`config.mk`:
```
export PLATFORM = sky130hd
export DESIGN_NAME = wb_port_arbiter
export DESIGN_NICKNAME = d
export VERILOG_FILES = /design/src/rtl/wb_port_arbiter_pkg.sv /design/src/rtl/wb_hold_buf.sv /design/src/rtl/wb_port_arbiter.sv
export SDC_FILE = /design/constraint.sdc
export NUM_CORES = 1
export LEC_CHECK = 0
export CORE_MARGIN = 5
export CORE_UTILIZATION = 41
export DETAILED_ROUTE_END_ITERATION = 12
export PLACE_DENSITY = 0.91
export SYNTH_ARGS = -nofsm -noshare
export SYNTH_HDL_FRONTEND = slang
export SYNTH_HIERARCHICAL = 1
export SYNTH_SLANG_ARGS = --single-unit
```
`constraint.sdc`:
```
create_clock -name clk -period 3.3 [get_ports clk]
set_input_delay 0.495 -clock clk [delete_from_list [all_inputs] [get_ports clk]]
set_output_delay 0.495 -clock clk [all_outputs]
set_load 0.1 [all_outputs]
```
`src/rtl/wb_port_arbiter_pkg.sv`:
```
// Shared types and constants for the register-file write-port arbiter.
package wb_port_arbiter_pkg;

    typedef enum logic [0:0] {
        ARB_EMPTY = 1'b0,
        ARB_HELD  = 1'b1
    } wb_arb_state_t;

    typedef enum logic [1:0] {
        GRANT_NONE = 2'd0,
        GRANT_PIPE = 2'd1,
        GRANT_MDU  = 2'd2
    } wb_grant_t;

    localparam logic [4:0] REG_ZERO = 5'd0;

endpackage

```
`src/rtl/wb_hold_buf.sv`:
```
// One-entry holding register for a completed MDU result (rd + data).
// Load wins over clear; a cleared entry reads back as rd 0 / data 0.
module wb_hold_buf
    import wb_port_arbiter_pkg::*;
#(
    parameter int XLEN = 32
) (
    input  logic            clk,
    input  logic            reset,
    input  logic            load,
    input  logic            clear,
    input  logic [4:0]      load_rd,
    input  logic [XLEN-1:0] load_data,
    output logic            full,
    output logic [4:0]      rd,
    output logic [XLEN-1:0] data
);

    logic            full_q, full_d;
    logic [4:0]      rd_q, rd_d;
    logic [XLEN-1:0] data_q, data_d;

    // Next-entry selection
    always_comb begin
        full_d = full_q;
        rd_d   = rd_q;
        data_d = data_q;
        if (load) begin
            full_d = 1'b1;
            rd_d   = load_rd;
            data_d = load_data;
        end else if (clear) begin
            full_d = 1'b0;
            rd_d   = REG_ZERO;
            data_d = {XLEN{1'b0}};
        end else begin
            full_d = full_q;
        end
    end

    // Entry registers
    always_ff @(posedge clk) begin
        if (reset) begin
            full_q <= 1'b0;
            rd_q   <= REG_ZERO;
            data_q <= {XLEN{1'b0}};
        end else begin
            full_q <= full_d;
            rd_q   <= rd_d;
            data_q <= data_d;
        end
    end

    assign full = full_q;
    assign rd   = rd_q;
    assign data = data_q;

endmodule

```
`src/rtl/wb_port_arbiter.sv`:
```
// Arbitrates the single register-file write port between pipeline WB and the MDU.
// Optional performance counters are enabled with the WB_ARB_PERF_EN macro.
module wb_port_arbiter
    import wb_port_arbiter_pkg::*;
#(
    parameter int STARVE_MAX = 4,
    parameter int XLEN       = 32
) (
    input  logic            clk,
    input  logic            reset,
    input  logic            pipe_we,
    input  logic [4:0]      pipe_rd,
    input  logic [XLEN-1:0] pipe_result,
    output logic            pipe_stall,
    input  logic            mdu_valid,
    output logic            mdu_ready,
    input  logic [4:0]      mdu_rd,
    input  logic [XLEN-1:0] mdu_result,
    output logic            rf_we,
    output logic [4:0]      rf_waddr,
    output logic [XLEN-1:0] rf_wdata,
    output logic            pending_valid,
    output logic [4:0]      pending_rd,
`ifdef WB_ARB_PERF_EN
    output logic [31:0]     perf_stall_cnt,
    output logic [31:0]     perf_kill_cnt,
`endif
    output logic            mdu_kill
);

    localparam int                 CNT_W      = $clog2(STARVE_MAX + 1);
    localparam logic [CNT_W-1:0]   STARVE_LIM = CNT_W'(STARVE_MAX);
    localparam logic [CNT_W-1:0]   CNT_ONE    = CNT_W'(1'b1);

    wb_arb_state_t    state_q, state_d;
    logic [CNT_W-1:0] starve_cnt_q, starve_cnt_d;
    wb_grant_t        grant;
    logic             pipe_req;
    logic             hold_load, hold_clear, hold_full;
    logic [4:0]       hold_rd;
    logic [XLEN-1:0]  hold_data;

    assign pipe_req = pipe_we & (pipe_rd != REG_ZERO);

    wb_hold_buf #(.XLEN(XLEN)) u_hold (
        .clk       (clk),
        .reset     (reset),
        .load      (hold_load),
        .clear     (hold_clear),
        .load_rd   (mdu_rd),
        .load_data (mdu_result),
        .full      (hold_full),
        .rd        (hold_rd),
        .data      (hold_data)
    );

    // Next-state, grant and pulse decisions; reset suppresses any write
    always_comb begin
        state_d      = state_q;
        starve_cnt_d = starve_cnt_q;
        grant        = GRANT_NONE;
        hold_load    = 1'b0;
        hold_clear   = 1'b0;
        pipe_stall   = 1'b0;
        mdu_kill     = 1'b0;
        if (reset) begin
            state_d      = ARB_EMPTY;
            starve_cnt_d = {CNT_W{1'b0}};
        end else begin
            case (state_q)
                ARB_EMPTY: begin
                    grant = pipe_req ? GRANT_PIPE : GRANT_NONE;
                    // x0 results are accepted and silently dropped
                    if (mdu_valid && (mdu_rd != REG_ZERO)) begin
                        hold_load    = 1'b1;
                        state_d      = ARB_HELD;
                        starve_cnt_d = {CNT_W{1'b0}};
                    end else begin
                        state_d = ARB_EMPTY;
                    end
                end
                ARB_HELD: begin
                    if (!pipe_req) begin
                        grant        = GRANT_MDU;
                        hold_clear   = 1'b1;
                        state_d      = ARB_EMPTY;
                        starve_cnt_d = {CNT_W{1'b0}};
                    end else if (starve_cnt_q == STARVE_LIM) begin
                        grant        = GRANT_MDU;
                        pipe_stall   = 1'b1;
                        hold_clear   = 1'b1;
                        state_d      = ARB_EMPTY;
                        starve_cnt_d = {CNT_W{1'b0}};
                    end else if (pipe_rd == hold_rd) begin
                        // Younger pipeline write to the same rd makes the held value dead
                        grant        = GRANT_PIPE;
                        mdu_kill     = 1'b1;
                        hold_clear   = 1'b1;
                        state_d      = ARB_EMPTY;
                        starve_cnt_d = {CNT_W{1'b0}};
                    end else begin
                        grant        = GRANT_PIPE;
                        starve_cnt_d = starve_cnt_q + CNT_ONE;
                    end
                end
                default: begin
                    hold_clear   = 1'b1;
                    state_d      = ARB_EMPTY;
                    starve_cnt_d = {CNT_W{1'b0}};
                end
            endcase
        end
    end

    // Write-port mux
    always_comb begin
        rf_we    = 1'b0;
        rf_waddr = REG_ZERO;
        rf_wdata = {XLEN{1'b0}};
        case (grant)
            GRANT_PIPE: begin
                rf_we    = 1'b1;
                rf_waddr = pipe_rd;
                rf_wdata = pipe_result;
            end
            GRANT_MDU: begin
                rf_we    = 1'b1;
                rf_waddr = hold_rd;
                rf_wdata = hold_data;
            end
            default: begin
                rf_we = 1'b0;
            end
        endcase
    end

    // State and starvation counter
    always_ff @(posedge clk) begin
        if (reset) begin
            state_q      <= ARB_EMPTY;
            starve_cnt_q <= {CNT_W{1'b0}};
        end else begin
            state_q      <= state_d;
            starve_cnt_q <= starve_cnt_d;
        end
    end

    assign mdu_ready     = (state_q == ARB_EMPTY);
    assign pending_valid = hold_full;
    assign pending_rd    = hold_rd;

`ifdef WB_ARB_PERF_EN
    logic [31:0] perf_stall_q, perf_stall_d;
    logic [31:0] perf_kill_q, perf_kill_d;

    // Saturating event counters
    always_comb begin
        perf_stall_d = perf_stall_q;
        perf_kill_d  = perf_kill_q;
        if (pipe_stall && (perf_stall_q != 32'hFFFF_FFFF)) begin
            perf_stall_d = perf_stall_q + 32'd1;
        end else begin
            perf_stall_d = perf_stall_q;
        end
        if (mdu_kill && (perf_kill_q != 32'hFFFF_FFFF)) begin
            perf_kill_d = perf_kill_q + 32'd1;
        end else begin
            perf_kill_d = perf_kill_q;
        end
    end

    // Counter registers
    always_ff @(posedge clk) begin
        if (reset) begin
            perf_stall_q <= 32'd0;
            perf_kill_q  <= 32'd0;
        end else begin
            perf_stall_q <= perf_stall_d;
            perf_kill_q  <= perf_kill_d;
        end
    end

    assign perf_stall_cnt = perf_stall_q;
    assign perf_kill_cnt  = perf_kill_q;
`endif

endmodule

```
* Yosys cells after proc, flatten, opt, wreduce, memory -nomap -nowiden *
Cells that the tools add are included.

cells by class
  add/subtract/negate cells = 1
  equal/unequal tests = 5
  muxes and demuxes = 39
  bitwise logic cells = 2
  reduce and logical (&&, ||, !) cells = 5

operators by type and width
  kind                   number
  $mux W32               2
  $pmux W32 S2           1
  $mux W1                23
  $mux W3                4
  $mux W5                2
  $pmux W5 S2            1
  $reduce_bool A5 Y1     2
  $mux W2                3
  $pmux W3 S2            1
  $eq A5 B5 Y1           1
  $pmux W2 S2            1
  $add A3 B1 Y3 const B  1
  $eq A3 B3 Y1 const B   1
  $eq A2 B1 Y1 const B   1
  $eq A2 B2 Y1 const B   1
  $ne A2 B1 Y1 const B   1
  $pmux W1 S2            1
  $reduce_bool A2 Y1     1
  $reduce_or A2 Y1       1
  $and A1 B1 Y1          1
  $logic_and A1 B1 Y1    1
  $not A1 Y1             1

word-level totals
  flip-flop bits (word level) = 42
  input bits = 78
  output and inout bits = 47
  logic and storage cells = 57

* Logic depth before layout (Yosys ltp) *
  depth in word-level cells = 8
  mapped depth = 11
  depth with buffers taken out = 9

* Modules after synthesis *
Netlist, hierarchy kept.

by module, submodules not included
  module           times used  cells an instance  area each (um^2)  sequential area each (um^2)
  wb_hold_buf      1           169                1714.1            760.7
  wb_port_arbiter  1           143                928.4             80.1

* Worst setup path before layout *
No wires, ideal clock.

  path type = input to output
  from = input pipe_rd[2]
  to = output rf_waddr[0]
  arrival = 3.352 ns
  data required time = 2.805 ns
  path slack = -0.547 ns
  stages on the path = 9
  buffers on the path = 2
  cell sequence = nor4_4 > a21oi_2 > or2_1 > inv_2 > ha_1 > clkbuf_1 > buf_1 > a22oi_1 > nor2_1

on the way
  cells in the longest elaborated chain, start to end = 7
  elaborated cells on any way between the ends = 9
  classes of those cells = 2 x eq/ne; 5 x mux; 1 x bitwise; 1 x reduce/logical

RTL lines
  what                                                 RTL line                                      source
  from (decl)                                          wb_port_arbiter.sv:12                         input logic [4:0] pipe_rd,
  $reduce_bool A5 Y1 (*)                               wb_port_arbiter.sv:43                         assign pipe_req = pipe_we & (pipe_rd != REG_ZERO);
  $and A1 B1 Y1 (*)                                    wb_port_arbiter.sv:43
  $mux W2 / $mux W1 (equally long branches)            wb_port_arbiter.sv:83, wb_port_arbiter.sv:72
  $pmux W2 S2 (*)                                      wb_port_arbiter.sv:70                         case (state_q)
  $mux W2 (*)                                          wb_port_arbiter.sv:66                         if (reset) begin
  $eq A2 B2 Y1 / $eq A2 B1 Y1 (equally long branches)  wb_port_arbiter.sv:120                        case (grant)
  $pmux W5 S2 (*)                                      wb_port_arbiter.sv:120
  to (decl)                                            wb_port_arbiter.sv:20                         output logic [4:0] rf_waddr,

Every way passes the cells marked *; elsewhere a longest branch is shown, timed or not.

* Worst setup path in the final report *
  from = input pipe_rd[1]
  to = output rf_waddr[3]

The elaborated chain is that of the path after synthesis.

==> results <==
- The total area inside the core boundary comes to 0.00631 sq mm.
- The number of nets in the final layout is slightly above 500.
- 0 antenna diodes ended up in the layout.
- The worst setup skew after layout is between 0.004 and 0.005 ns.
- In this run, placement finished with an instance count of just under 500.
- The detailed router's first-iteration violation count is a little under 80.
- The post-route cell area is about 0.0048 sq mm.
- At the end of the flow the core is filled with cells to between 70% and 80%.
- The count of warnings emitted by yosys is 6.
- Entering global routing, the biggest net connects 41 pins.
- The later pin in the worst-skew pair is clocked with a latency of a little under 0.3 ns.
- The cell taking the most area after synthesis is dfxtp_1.
- Counting the buffers created by CTS gives 5.
- In this run, distinct cell masters in the synthesized netlist total 35.
- The total overflow reported by the global router is 0.
- Excluding fillers, the count of instances in the completed layout stands at roughly 510.
- The launching point of the worst reg2reg path is state_q.
- Setup repair after global routing could not meet its margin everywhere.
- The number of antenna violations at the first check in global routing is 0.
- TritonCTS built the clock tree.
- The count of TritonRoute iterations in the first routing pass is 4.
- The count of final hold-check violations is 0.
- The hold path depth is 2.
- The buffer depth of the longest clock path is 2.
- The worst setup path is captured at an output pin.
- Hold repair after CTS inserted 0 buffers.
- The post-synthesis cell count is approximately 310.
- The total I/O pin count is 125.
- The worst endpoint required time is around 2.8 ns.
- After layout, the worst path uses a little over nine tenths of the clock period.
- Routability-driven placement finished with a final weighted congestion of about 0.91.
- The netlist area before placement is ~0.0026 sq mm.
- The initial cell density of the core is between 40% and 50%.
- Dividing the synthesized area by the synthesized cell count gives 8.47 sq um.
- In this run the critical register-to-register path is captured at u_hold/data[6].
- Once placement finished, the instance area stood at ~0.0046 sq mm.
- The H-tree was split into 2 levels.
- In the global route stage, overall resource usage came out at between 20% and 30%.
- The count of antenna-violating nets left after detailed routing is 0.
- The number of vias in the routed layout is around 2800.
- After synthesis, the share of flip-flops with an asynchronous set or reset is 0%.
- The time the final worst path needs with I/O delays and setup is 3.26 ns.
- The average via count per standard cell is around 5.5.
- The total number of clock tree sinks is between 40 and 50.
- The number of global-route vias before repair is 2939.
- The residual DRC count is 0.
- The sum of net half-perimeters after detailed placement is between 6 and 7 mm.
- In this run, synthesis inferred 0 flip-flops with an integrated enable.
- Power spread over the standard cell area amounts to between 200 and 300 mW/mm^2.
- Wires add up to around 9 mm.
- The worst-margin pin slew is between 1 and 1.5 ns.
- The analysis attributes to cell leakage a power of about 1.6 nW.
- The worst-case reg-to-reg path depth is 6.
- The share of the Yosys chip area taken by registers is 31.8%.
- The cell chosen for the clock root is clkbuf_8.
- The dominant synthesized flop cell is dfxtp_1.
- At the worst endpoint, the arrival time is 2.76 ns.
- Timing would allow up to 307 MHz.
- The worst ir drop on vdd is a little over 0.2 mV.
- The worst hold path begins at u_hold/full.
- The synthesized net count is 394.
- Measured against its own limit, the worst slew margin works out to between 30% and 40%.
- The type of the most critical hold path is reg2reg.
- The synthesized design contains 42 register bits.
- At the placement stage, the worst setup path has a slack of -0.0240 ns.
- The setup check on the worst reg-to-reg path leaves a slack of 0.86 ns.
- Max-cap violations in this run came to 0.
- The worst min-delay path endpoint is u_hold/full.
- The detailed-route wire length per cell is roughly 17 microns.
- The horizontal extent of the die is 90.3 microns.
- The number of slew-limit violations in the final report came to 0.
- The flow ran to the end, and the final reports show no timing, DRC or antenna violations.
- The kind of start point of the critical path is a primary input.
- The area growth from synthesis to layout is 82.4%.
- Cells with a size suffix above 1 make up 37.7% of the layout.
- The die outline area is around 0.008 sq mm.
- The first global-routing pass estimated roughly 14 mm of wire.
- The share of Yosys cell area claimed by the top area cell type is a little under a third.
- The peak fanout along the critical path is 18.
- After floorplanning, the core was divided into 29 placement rows.
- Setup violations remaining at the end of the flow were counted as 0.
- The setup path with the least slack is of type in2out.
- From bottom edge to top edge, the die measures around 90 microns.
- The number of buffers inserted by port buffering is around 120.
- After synthesis, the cell types taking the most area are dfxtp_1 32%, o32ai_2 18%, a22oi_1 11%.
- After clock tree synthesis, the clock-pin slew on the worst setup and hold paths is roughly 0.070 ns.
- The slack of the critical path is 0.0438 ns.
-- Yosys cell counts, drive strengths merged (2+ instances only) --
cell,number
o21ai,3
inv,44
a211oi,2
ha,4
or2,3
buf,19
nand3b,2
a22oi,37
o32ai,36
nand3,4
a21oi,7
nor2,38
nand2,41
o2111ai,2
dfxtp,42
clkbuf,11
nand2b,3
xnor2,5
-- kinds of logic (layout without fill, tap and decap cells) --
logic type,Yosys count,in the layout,share of synthesized area (%)
flops,42,42,31.8
simple gates,96,96,16.5
buf+inv,74,192,12.2
xor+xnor,5,5,1.66
compound gates,91,91,35.9
fa+ha+maj,4,4,1.89
-- sequential cells by signal, indices dropped and copies added, names as in the netlist --
register      flops
starve_cnt_q      3
state_q           1
u_hold/data      32
u_hold/full       1
u_hold/rd         5
-- worst max-delay path: stages --
cell	delay, ns
clkdlybuf4s50_1	0.53
nor4_4	0.29
buf_4	0.17
a21oi_2	0.06
or2_1	0.26
ha_1	0.20
buf_4	0.22
a22oi_1	0.29
nor2_4	0.07
buf_12	0.17
-- layout make-up --
| class | count | area (sq um) |
|---|---|---|
| clock inverters | 1 | 5.00 |
| clock buffers | 7 | 86.3 |
| flip-flops and latches | 42 | 841 |
| inverters | 44 | 165 |
| multi-input cells | 196 | 1830 |
| well taps | 77 | 96.3 |
| fillers | 404 | 1490 |
| repair buffers | 140 | 1800 |
-- where the power goes --
group / total, mW / internal, mW / switching [mW]
Sequential: 0.551 / 0.531 / 0.0198
Combinational: 0.524 / 0.218 / 0.306
Clock: 0.339 / 0.169 / 0.170
Total: 1.41 / 0.918 / 0.496
-- per-layer routing --
metal	vias up	GRT usage, %	part of all wire (%)
met3	12	6.08	6.7
met4	0	5.09	1.2
met5	-	0	0
li1	1329	-	-
met2	103	37.5	54
met1	1322	22.7	38
-- metrics by stage --
step	hold slack (ns)	power [mW]	setup TNS, ns
2_1_floorplan	0.451	0.862	-1.10
5_1_grt	0.513	1.47	-0.740
3_3_place_gp	0.459	1.06	0
3_5_place_dp	0.472	1.07	-0.0463
6_report	0.483	1.41	0
4_1_cts	0.483	1.42	0
-- placed cells by master, fill, tap and decap left out, types with 3 or more instances in the layout --
master / synthesis / routed
nand3_1: 3 / 3
a22oi_1: 37 / 19
inv_2: 3 / 3
inv_1: 41 / 41
o32ai_2: 30 / 30
buf_4: 1 / 15
nor2_1: 38 / 4
nand2_1: 41 / 41
nor2_4: 0 / 30
ha_1: 4 / 3
a21oi_1: 6 / 6
nand2b_1: 3 / 3
xnor2_1: 5 / 5
clkdlybuf4s50_1: 0 / 78
a22oi_2: 0 / 18
nor2_2: 0 / 4
buf_12: 0 / 43
o32ai_1: 6 / 6
clkbuf_8: 0 / 6
dfxtp_1: 42 / 42
-- how the worst max path moves through the flow --
| stage | from | endpoint | slack, ns | depth (start not counted) |
|---|---|---|---|---|
| detailed placement | pipe_rd[4] | rf_waddr[2] | -0.02 | 11 |
| global placement | pipe_rd[4] | rf_waddr[3] | 0.09 | 11 |
| CTS | pipe_rd[0] | rf_wdata[30] | 0.07 | 10 |
| finish | pipe_rd[1] | rf_waddr[3] | 0.04 | 10 |
| floorplan | pipe_rd[2] | rf_wdata[15] | -0.23 | 7 |
| global route | pipe_rd[1] | rf_wdata[29] | -0.06 | 11 |
-- timing repair --
item | CTS | global route
pin swaps | 1 | 0
setup endpoints to repair | 12 | 27
resized for setup | 5 | 16
setup buffers | 2 | 0
(Power assumes the default switching activity.)
